**src/rtl/uart_bridge_pkg.sv**
```systemverilog
// Shared constants, state encoding and decode helpers for the UART bus bridge.
package uart_bridge_pkg;

  localparam logic [7:0] CMD_WR = 8'h01;
  localparam logic [7:0] CMD_RD = 8'h02;

  localparam logic [7:0] DEF_ACK_BYTE = 8'hAA;
  localparam logic [7:0] DEF_ERR_BYTE = 8'hEE;

  typedef enum logic [3:0] {
    ST_IDLE,
    ST_ADDR_HI,
    ST_ADDR_LO,
    ST_DATA_HI,
    ST_DATA_LO,
    ST_BUS_WR,
    ST_BUS_RD,
    ST_TX_B0,
    ST_TX_B1
  } state_t;

  // States that pop bytes from the receive FIFO.
  function automatic logic is_collecting(input state_t s);
    return (s == ST_IDLE) || (s == ST_ADDR_HI) || (s == ST_ADDR_LO) ||
           (s == ST_DATA_HI) || (s == ST_DATA_LO);
  endfunction

  // States that mid-frame, where the inter-byte timeout applies.
  function automatic logic is_mid_frame(input state_t s);
    return (s == ST_ADDR_HI) || (s == ST_ADDR_LO) ||
           (s == ST_DATA_HI) || (s == ST_DATA_LO);
  endfunction

endpackage

```
**src/rtl/uart_bridge_timer.sv**
```systemverilog
// Inter-byte timeout counter for the UART bus bridge. Counts idle cycles while
// enabled, clears on request, and saturates at LIMIT with expired held high.
module uart_bridge_timer #(
  parameter logic [15:0] LIMIT = 16'd50000
) (
  input  logic clk,
  input  logic rst_n,
  input  logic clr,
  input  logic en,
  output logic expired
);

  logic [15:0] count;

  assign expired = (count == LIMIT);

  // Idle-cycle counter; clear wins over count, and it stops at LIMIT.
  always_ff @(posedge clk or negedge rst_n) begin
    if (!rst_n) begin
      count <= 16'h0;
    end else if (clr) begin
      count <= 16'h0;
    end else if (en && !expired) begin
      count <= count + 16'd1;
    end
  end

endmodule

```
**src/rtl/uart_bus_bridge.sv**
```systemverilog
// UART command-frame to on-chip bus initiator.
// Write frame 01 AH AL DH DL -> ACK byte; read frame 02 AH AL -> two data bytes
// (high first); any other command byte -> ERR byte and a frame_err_o pulse.
// Optional feature: define UART_BRIDGE_TIMEOUT_EN to abort a frame that stalls
// for TIMEOUT_CYCLES between bytes.
module uart_bus_bridge
  import uart_bridge_pkg::*;
#(
  parameter logic [15:0] TIMEOUT_CYCLES = 16'd50000,
  parameter logic [7:0]  ACK_BYTE       = DEF_ACK_BYTE,
  parameter logic [7:0]  ERR_BYTE       = DEF_ERR_BYTE
) (
  input  logic        bus2ip_clk,
  input  logic        bus2ip_rst_n,
  input  logic [7:0]  rx_data_i,
  input  logic        rx_valid_i,
  output logic        rx_ready_o,
  output logic [7:0]  tx_data_o,
  output logic        tx_valid_o,
  input  logic        tx_ready_i,
  output logic [15:0] bus2ip_addr_o,
  output logic [15:0] bus2ip_data_o,
  output logic        bus2ip_rd_ce_o,
  output logic        bus2ip_wr_ce_o,
  input  logic [15:0] ip2bus_data_i,
  output logic        frame_err_o
);

  state_t     state;
  logic       is_wr;
  logic [7:0] rdata_lo;
  logic       rx_fire;
  logic       tx_fire;
  logic       timeout;

  // NOTE: rx_ready_o is a state decode, so it is gated by reset to read 0
  // while reset is held rather than reflecting the IDLE reset state.
  assign rx_ready_o = bus2ip_rst_n && is_collecting(state);
  assign tx_valid_o = (state == ST_TX_B0) || (state == ST_TX_B1);
  assign rx_fire    = rx_valid_i && rx_ready_o;
  assign tx_fire    = tx_valid_o && tx_ready_i;

`ifdef UART_BRIDGE_TIMEOUT_EN
  uart_bridge_timer #(
    .LIMIT (TIMEOUT_CYCLES)
  ) u_timer (
    .clk     (bus2ip_clk),
    .rst_n   (bus2ip_rst_n),
    .clr     (rx_fire || !is_mid_frame(state)),
    .en      (is_mid_frame(state)),
    .expired (timeout)
  );
`else
  logic [15:0] timeout_unused;
  assign timeout_unused = TIMEOUT_CYCLES;
  assign timeout        = 1'b0;
`endif

  // Frame FSM plus all registered outputs; strobes and frame_err default low
  // so each is a single-cycle pulse.
  always_ff @(posedge bus2ip_clk or negedge bus2ip_rst_n) begin
    if (!bus2ip_rst_n) begin
      state          <= ST_IDLE;
      is_wr          <= 1'b0;
      rdata_lo       <= 8'h00;
      tx_data_o      <= 8'h00;
      bus2ip_addr_o  <= 16'h0;
      bus2ip_data_o  <= 16'h0;
      bus2ip_rd_ce_o <= 1'b0;
      bus2ip_wr_ce_o <= 1'b0;
      frame_err_o    <= 1'b0;
    end else begin
      // NOTE: non-blocking assignments throughout so every register sees the
      // pre-edge values, independent of statement order.
      bus2ip_rd_ce_o <= 1'b0;
      bus2ip_wr_ce_o <= 1'b0;
      frame_err_o    <= 1'b0;

      if (is_mid_frame(state) && !rx_fire && timeout) begin
        state       <= ST_IDLE;
        frame_err_o <= 1'b1;
      end else begin
        case (state)
          ST_IDLE: begin
            if (rx_fire) begin
              if (rx_data_i == CMD_WR || rx_data_i == CMD_RD) begin
                is_wr <= (rx_data_i == CMD_WR);
                state <= ST_ADDR_HI;
              end else begin
                tx_data_o   <= ERR_BYTE;
                frame_err_o <= 1'b1;
                state       <= ST_TX_B1;
              end
            end
          end
          ST_ADDR_HI: begin
            if (rx_fire) begin
              bus2ip_addr_o[15:8] <= rx_data_i;
              state               <= ST_ADDR_LO;
            end
          end
          ST_ADDR_LO: begin
            if (rx_fire) begin
              bus2ip_addr_o[7:0] <= rx_data_i;
              if (is_wr) begin
                state <= ST_DATA_HI;
              end else begin
                bus2ip_rd_ce_o <= 1'b1;
                state          <= ST_BUS_RD;
              end
            end
          end
          ST_DATA_HI: begin
            if (rx_fire) begin
              bus2ip_data_o[15:8] <= rx_data_i;
              state               <= ST_DATA_LO;
            end
          end
          ST_DATA_LO: begin
            if (rx_fire) begin
              bus2ip_data_o[7:0] <= rx_data_i;
              bus2ip_wr_ce_o     <= 1'b1;
              state              <= ST_BUS_WR;
            end
          end
          ST_BUS_WR: begin
            tx_data_o <= ACK_BYTE;
            state     <= ST_TX_B1;
          end
          ST_BUS_RD: begin
            tx_data_o <= ip2bus_data_i[15:8];
            rdata_lo  <= ip2bus_data_i[7:0];
            state     <= ST_TX_B0;
          end
          ST_TX_B0: begin
            if (tx_fire) begin
              tx_data_o <= rdata_lo;
              state     <= ST_TX_B1;
            end
          end
          ST_TX_B1: begin
            if (tx_fire) begin
              state <= ST_IDLE;
            end
          end
          default: state <= ST_IDLE;
        endcase
      end
    end
  end

endmodule

```
**config.mk**
```make
export PLATFORM = sky130hd
export DESIGN_NAME = uart_bus_bridge
export DESIGN_NICKNAME = d
export VERILOG_FILES = /design/src/rtl/uart_bridge_pkg.sv /design/src/rtl/uart_bridge_timer.sv /design/src/rtl/uart_bus_bridge.sv
export SDC_FILE = /design/constraint.sdc
export NUM_CORES = 1
export LEC_CHECK = 0
export CORE_ASPECT_RATIO = 1.5
export CORE_UTILIZATION = 40
export CTS_BUF_LIST = sky130_fd_sc_hd__clkbuf_8
export DETAILED_ROUTE_END_ITERATION = 7
export MAX_ROUTING_LAYER = met4
export PLACE_DENSITY = 0.68
export SYNTH_ARGS = -nofsm -noshare
export SYNTH_HDL_FRONTEND = slang
export SYNTH_SLANG_ARGS = --single-unit
```
**constraint.sdc**
```tcl
create_clock -name bus2ip_clk -period 5.2 [get_ports bus2ip_clk]
set_input_delay 1.04 -clock bus2ip_clk [delete_from_list [all_inputs] [get_ports bus2ip_clk]]
set_output_delay 1.04 -clock bus2ip_clk [all_outputs]
set_load 0.05 [all_outputs]
```
==> results of run 1 <==
metal layers:
layer	up-vias	GRT usage [%]	part of all wire, %
met5	-	-	0
met1	902	23.8	42
li1	841	-	-
met4	0	4.42	0.68
met3	4	4.28	5.4
met2	64	29.7	52
layout make-up:
cell class,count,area share (%)
clock buffer,5,2.04
clock inverter,3,1.37
multi-input combinational,114,29.8
timing repair buffer,73,21.5
sequential,56,41.6
inverter,9,1.00
tap,72,2.67
cell families (layout without fill, tap and decap cells):
logic type / Yosys count / count (layout) / synth area share (%)
AOI/OAI and AO/OA: 36 / 36 / 11.1
buffers and inverters: 21 / 90 / 3.46
and+or+nand+nor: 31 / 31 / 8.18
DFF: 56 / 56 / 56.2
muxes: 46 / 46 / 20.7
xor gates and xnor gates: 1 / 1 / 0.351
power by group:
part           internal, mW  leakage, nW  switching (mW)  total, mW
clock                 0.146       0.0600           0.143      0.290
combinational         0.507        0.682           0.774       1.28
sequential            0.628        0.678           0.156      0.785
layout by cell type (no fill, tap or decap), drive strengths merged, types with 2 or more instances in the layout:
master / count
buf: 2
nand2b: 3
o32a: 6
clkbuf: 5
and3: 2
a31o: 2
or4: 2
mux2: 44
nand3: 2
and4b: 3
o211a: 2
clkdlybuf4s50: 71
or2: 2
dfrtp: 56
o41ai: 2
or3: 2
o32ai: 3
nor2b: 2
inv: 10
nand2: 3
nor2: 4
a21oi: 7
o21ai: 5
mux2i: 2
worst register-to-register path, stage by stage (launching register included):
cell and delay [ns]:
dfrtp_1 0.65, or2_2 0.48, or3_1 0.58, mux2_2 0.36
path summary, 6_finish.rpt:
kind | start | endpoint | slack [ns]
setup / recovery | state[0] | tx_valid_o | 1.47
hold / removal | is_wr | bus2ip_rd_ce_o | 0.51
setup reg to reg | state[0] | bus2ip_data_o[5] | 3.02
hold reg to reg | is_wr | bus2ip_rd_ce_o | 0.51
max in group asynchronous | bus2ip_rst_n | bus2ip_data_o[8] | 3.79
min in group asynchronous | bus2ip_rst_n | rdata_lo[0] | 0.91
sequential cells by signal (all words and copies together) (netlist names):
signal,cells
bus2ip_data_o,16
state,4
bus2ip_addr_o,16
bus2ip_wr_ce_o,1
bus2ip_rd_ce_o,1
tx_data_o,8
frame_err_o,1
is_wr,1
rdata_lo,8
through the flow:
step                      area [µm²]  std cells  power (mW)  worst slack (ns)
final                           3370        332        2.36              1.47
after global routing            3370        332        2.47              1.37
after CTS                       3370        332        2.37              1.48
after detailed placement        3250        324        2.08              1.83
after global placement          3250        324        2.07              1.87
after floorplan                 2490        191        1.65              2.31
==> metrics, run 1 <==
post-synth top area cell=dfrtp_1; Netlist cell types=42; grt ovf=0; final core occ=between 50% and 60%; largest net degree at the start of global routing=65; synthesis warning total=0; Hold WC Path Type=flop to flop; Clock Pin Slew Worst Setup and Hold Paths=0.10 ns; Achievable Freq=~270 MHz; ys async rst share=100%; R2R depth=3; Area Overhead vs Synth=35.1%; Arr. time, crit path=roughly 2.7 ns; initial core utilization=between 40% and 50%; Max FO, Critical Path=22; # hold bufs at CTS=0; Inserted Diodes=0; final cycle utilization of the critical path=71.7%; Synth top area share=56.2%; critical path's top delay family=buffers and inverters; ANT nets after route=0; startpoint types=flop; Max-slew headroom=48.8%; WL final=about 5600 µm; mapped cell area=2490 µm²; post-CTS sizing=0; Nets=287; # H-tree levels=2; CP endpoint kind=output pin; fillers=492; Avg Inst Size Synth=roughly 13 µm²; total global-route track usage=18.6%; TNS Setup=0 ns; vias per std cell=about 5.5; final hold vios=0; DP Wirelength=approximately 3900 µm; CP max-delay cell=clkdlybuf4s50_1; P per Cell Area=699 nW/µm²; Largest stage delay, worst path=~0.83 ns; die footprint=6560 µm²; FF+latch area=1400 µm²; hold slack final=roughly 0.5 ns; Seq/Total Area, Yosys=56.2%; Cells after Synth=191; largest cells by area after synthesis=dfrtp_1 (56%), mux2_2 (20%), o32a_1 (1.6%), clkbuf_1 (1.5%), a21oi_1 (1.4%); chip height=98.7 µm; postcts setup bufs=0; I/O pin cnt=73; CP required=4.16 ns; IO Port Bufs=72; status=complete, no violations; most common cell in the netlist=dfrtp_1; layout cells sized above 1=23.8%; fin. max-slew vios=0; worst-skew pair later-pin latency=just over 0.3 ns; Hold Path Stages=1; 1st-iter DRT viols=roughly 130; area of the multi-input gates=1000 µm²; Post-route DRC=0; final clock skew=just over 0.006 ns; P_leak=1.42 nW; root buf cell=clkbuf_8; Net Count, Synth=219; Crit path depth=3; setup repair after global routing missed its margin=false; Final GP Congestion=~0.82; vias in the first global route=roughly 1800; actual slew at the worst max-slew pin=0.768 ns; core box area=roughly 5900 µm²; Setup Viol. Count Final=0; top cells by count, synth=dfrtp_1 (56), mux2_2 (44), clkbuf_1 (10); die width=66.5 µm; worst path cell trace=or4b_2 > o21ai_0 > clkdlybuf4s50_1; CTS tree=yes; VDD IR max=0.352 mV; Post-synth EDFFs=0; final worst path period need=3.73 ns; WL/cell=16.9 µm; Max clock buf depth=2; TritonCTS buffer count=5; Crit Path Category=flop to output pin; vias=1811; post-synthesis register bit count=56; top_reg_cell synth=dfrtp_1; max cap viols=0; row count=34; TritonRoute pass-1 iters=4; initial antenna violation count=0; CP Buf/Inv Count=1; first-pass GRT wire length=~9000 µm; clock sink count=between 50 and 60
Note: power is estimated with default switching activity, not from simulation.
==> run 2: changes to the inputs <==
Clock period 5.2 ns to 3.7 ns, I/O delays scaled along.
==> metrics, run 2 (synthesized netlist as in run 1, its figures left out) <==
status=complete, no violations; Final GP Congestion=0.837 (+1.6%); root buf cell=clkbuf_8; R2R depth=3 (unchanged); vias per std cell=5.37 (-1.6%); FF+latch area=1400 µm² (unchanged); Setup Viol. Count Final=0 (unchanged); ANT nets after route=0 (unchanged); P per Cell Area=967 nW/µm² (+38%); first-pass GRT wire length=8980 µm (about the same); core box area=5910 µm² (unchanged); biggest regs=bus2ip_addr_o x16, bus2ip_data_o x16; final hold vios=0 (unchanged); commonest non-fill, non-tap cell in the layout=clkdlybuf4s50_1; initial core utilization=42.1% (unchanged); final cycle utilization of the critical path=about 87%; Max FO, Critical Path=16 (-27%); Max-slew headroom=45.3% (-3.5 points); TritonCTS buffer count=5 (unchanged); chip height=98.7 µm (unchanged); die footprint=6560 µm² (unchanged); total global-route track usage=18.7% (+0.13 points); final worst path period need=3.23 ns; CP required=2.96 ns (-1.20 ns); postcts setup bufs=0 (unchanged); Critical Path Start=state[2]; 1st-iter DRT viols=82 (-36%); # H-tree levels=2 (unchanged); initial antenna violation count=0 (unchanged); startpoint types=flop; DP Wirelength=3950 µm (+1.8%); fillers=533 (+8.3%); Achievable Freq=309 MHz; Nets=289 (+0.70%); vias=1793 (-0.99%); VDD IR max=0.493 mV (+40%); layout cells sized above 1=24.4% (+0.58 points); Critical Path End=tx_valid_o; Crit Path Category=flop to output pin; fin. max-slew vios=0 (unchanged); worst-skew pair later-pin latency=0.31 ns (about the same); Post-route DRC=0 (unchanged); largest net degree at the start of global routing=56 (-14%); TritonRoute pass-1 iters=4 (unchanged); Area Overhead vs Synth=34.7%; CTS tree=yes; actual slew at the worst max-slew pin=0.817 ns (+0.0494 ns); WL final=5550 µm (-0.75%); max cap viols=0 (unchanged); Max clock buf depth=2 (unchanged); commonest non-fill, non-tap cells in the layout=clkdlybuf4s50_1 (71), dfrtp_1 (56), mux2_2 (44); vias in the first global route=1786 (+0.17%); clock sink count=56 (unchanged); setup repair after global routing missed its margin=false; CP endpoint kind=output pin; TNS Setup=0 ns (unchanged); R2R Setup Slk=1.63 ns (-1.39 ns); IO Port Bufs=72 (unchanged); area of the multi-input gates=1000 µm² (unchanged); Arr. time, crit path=2.49 ns (-0.20 ns); R2R Path End=bus2ip_data_o[11]; die width=66.5 µm (unchanged); P_leak=1.41 nW (-0.40%); Power Total=3.25 mW (+38%); # hold bufs at CTS=0 (unchanged); post-CTS sizing=0 (unchanged); final clock skew=0.0105 ns (+0.00431 ns); row count=34 (unchanged); Clock Pin Slew Worst Setup and Hold Paths=0.10 ns (about the same); grt ovf=0 (unchanged); R2R Path Start=state[2]; Hold WC Path Type=input pin to async pin; Inserted Diodes=0 (unchanged); WL/cell=16.6 µm (-1.3%); I/O pin cnt=73 (unchanged)
## run 2: routing by layer
metal	vias to the layer above	GRT usage (%)	wire (µm)
met4	0	5.40	65
met2	68	31.3	2880
met5	-	-	0
met1	879	22.6	2230
met3	6	3.59	370
li1	840	-	-
## run 2: power by group
group          total (mW)  switching, mW  internal, mW
logic                1.86           1.14         0.725
clock network       0.337          0.203         0.135
registers            1.05          0.164         0.884
## run 2: area by class of cell
type	count	area share [%]
flip-flops and latches	56	41.7
multi-input cells	114	29.9
repair buffers	75	22.0
well taps	72	2.68
clock buffers	5	2.05
inverters	9	1.01
clock inverters	3	0.633
## run 2: per-stage QoR
stage	hold slack [ns]	cells	cell area [µm²]	setup slack, ns	utilization, %
6_report	0.295	334	3360	0.467	56.8
2_1_floorplan	0.444	191	2490	1.15	-
3_5_place_dp	0.492	326	3270	0.737	55.3
3_3_place_gp	0.485	326	3270	0.797	55.3
5_1_grt	0.291	334	3360	0.382	56.8
4_1_cts	0.288	334	3360	0.453	56.8
## run 2: worst min-delay path by stage
stage,startpoint,end,slack (ns),cells after the start
floorplan,bus2ip_rst_n,bus2ip_addr_o[0],0.44,0
global placement,rdata_lo[7],rdata_lo[7],0.49,1
detailed placement,rdata_lo[5],rdata_lo[5],0.49,1
CTS,bus2ip_rst_n,bus2ip_data_o[1],0.29,1
global route,bus2ip_rst_n,bus2ip_data_o[1],0.29,1
finish,bus2ip_rst_n,bus2ip_data_o[5],0.29,1
## run 2: critical path, cell delays in order, from the launching register on
cell and delay, ns:
dfrtp_1 0.54, or4b_2 0.68, o21ai_0 0.13, clkdlybuf4s50_1 0.84
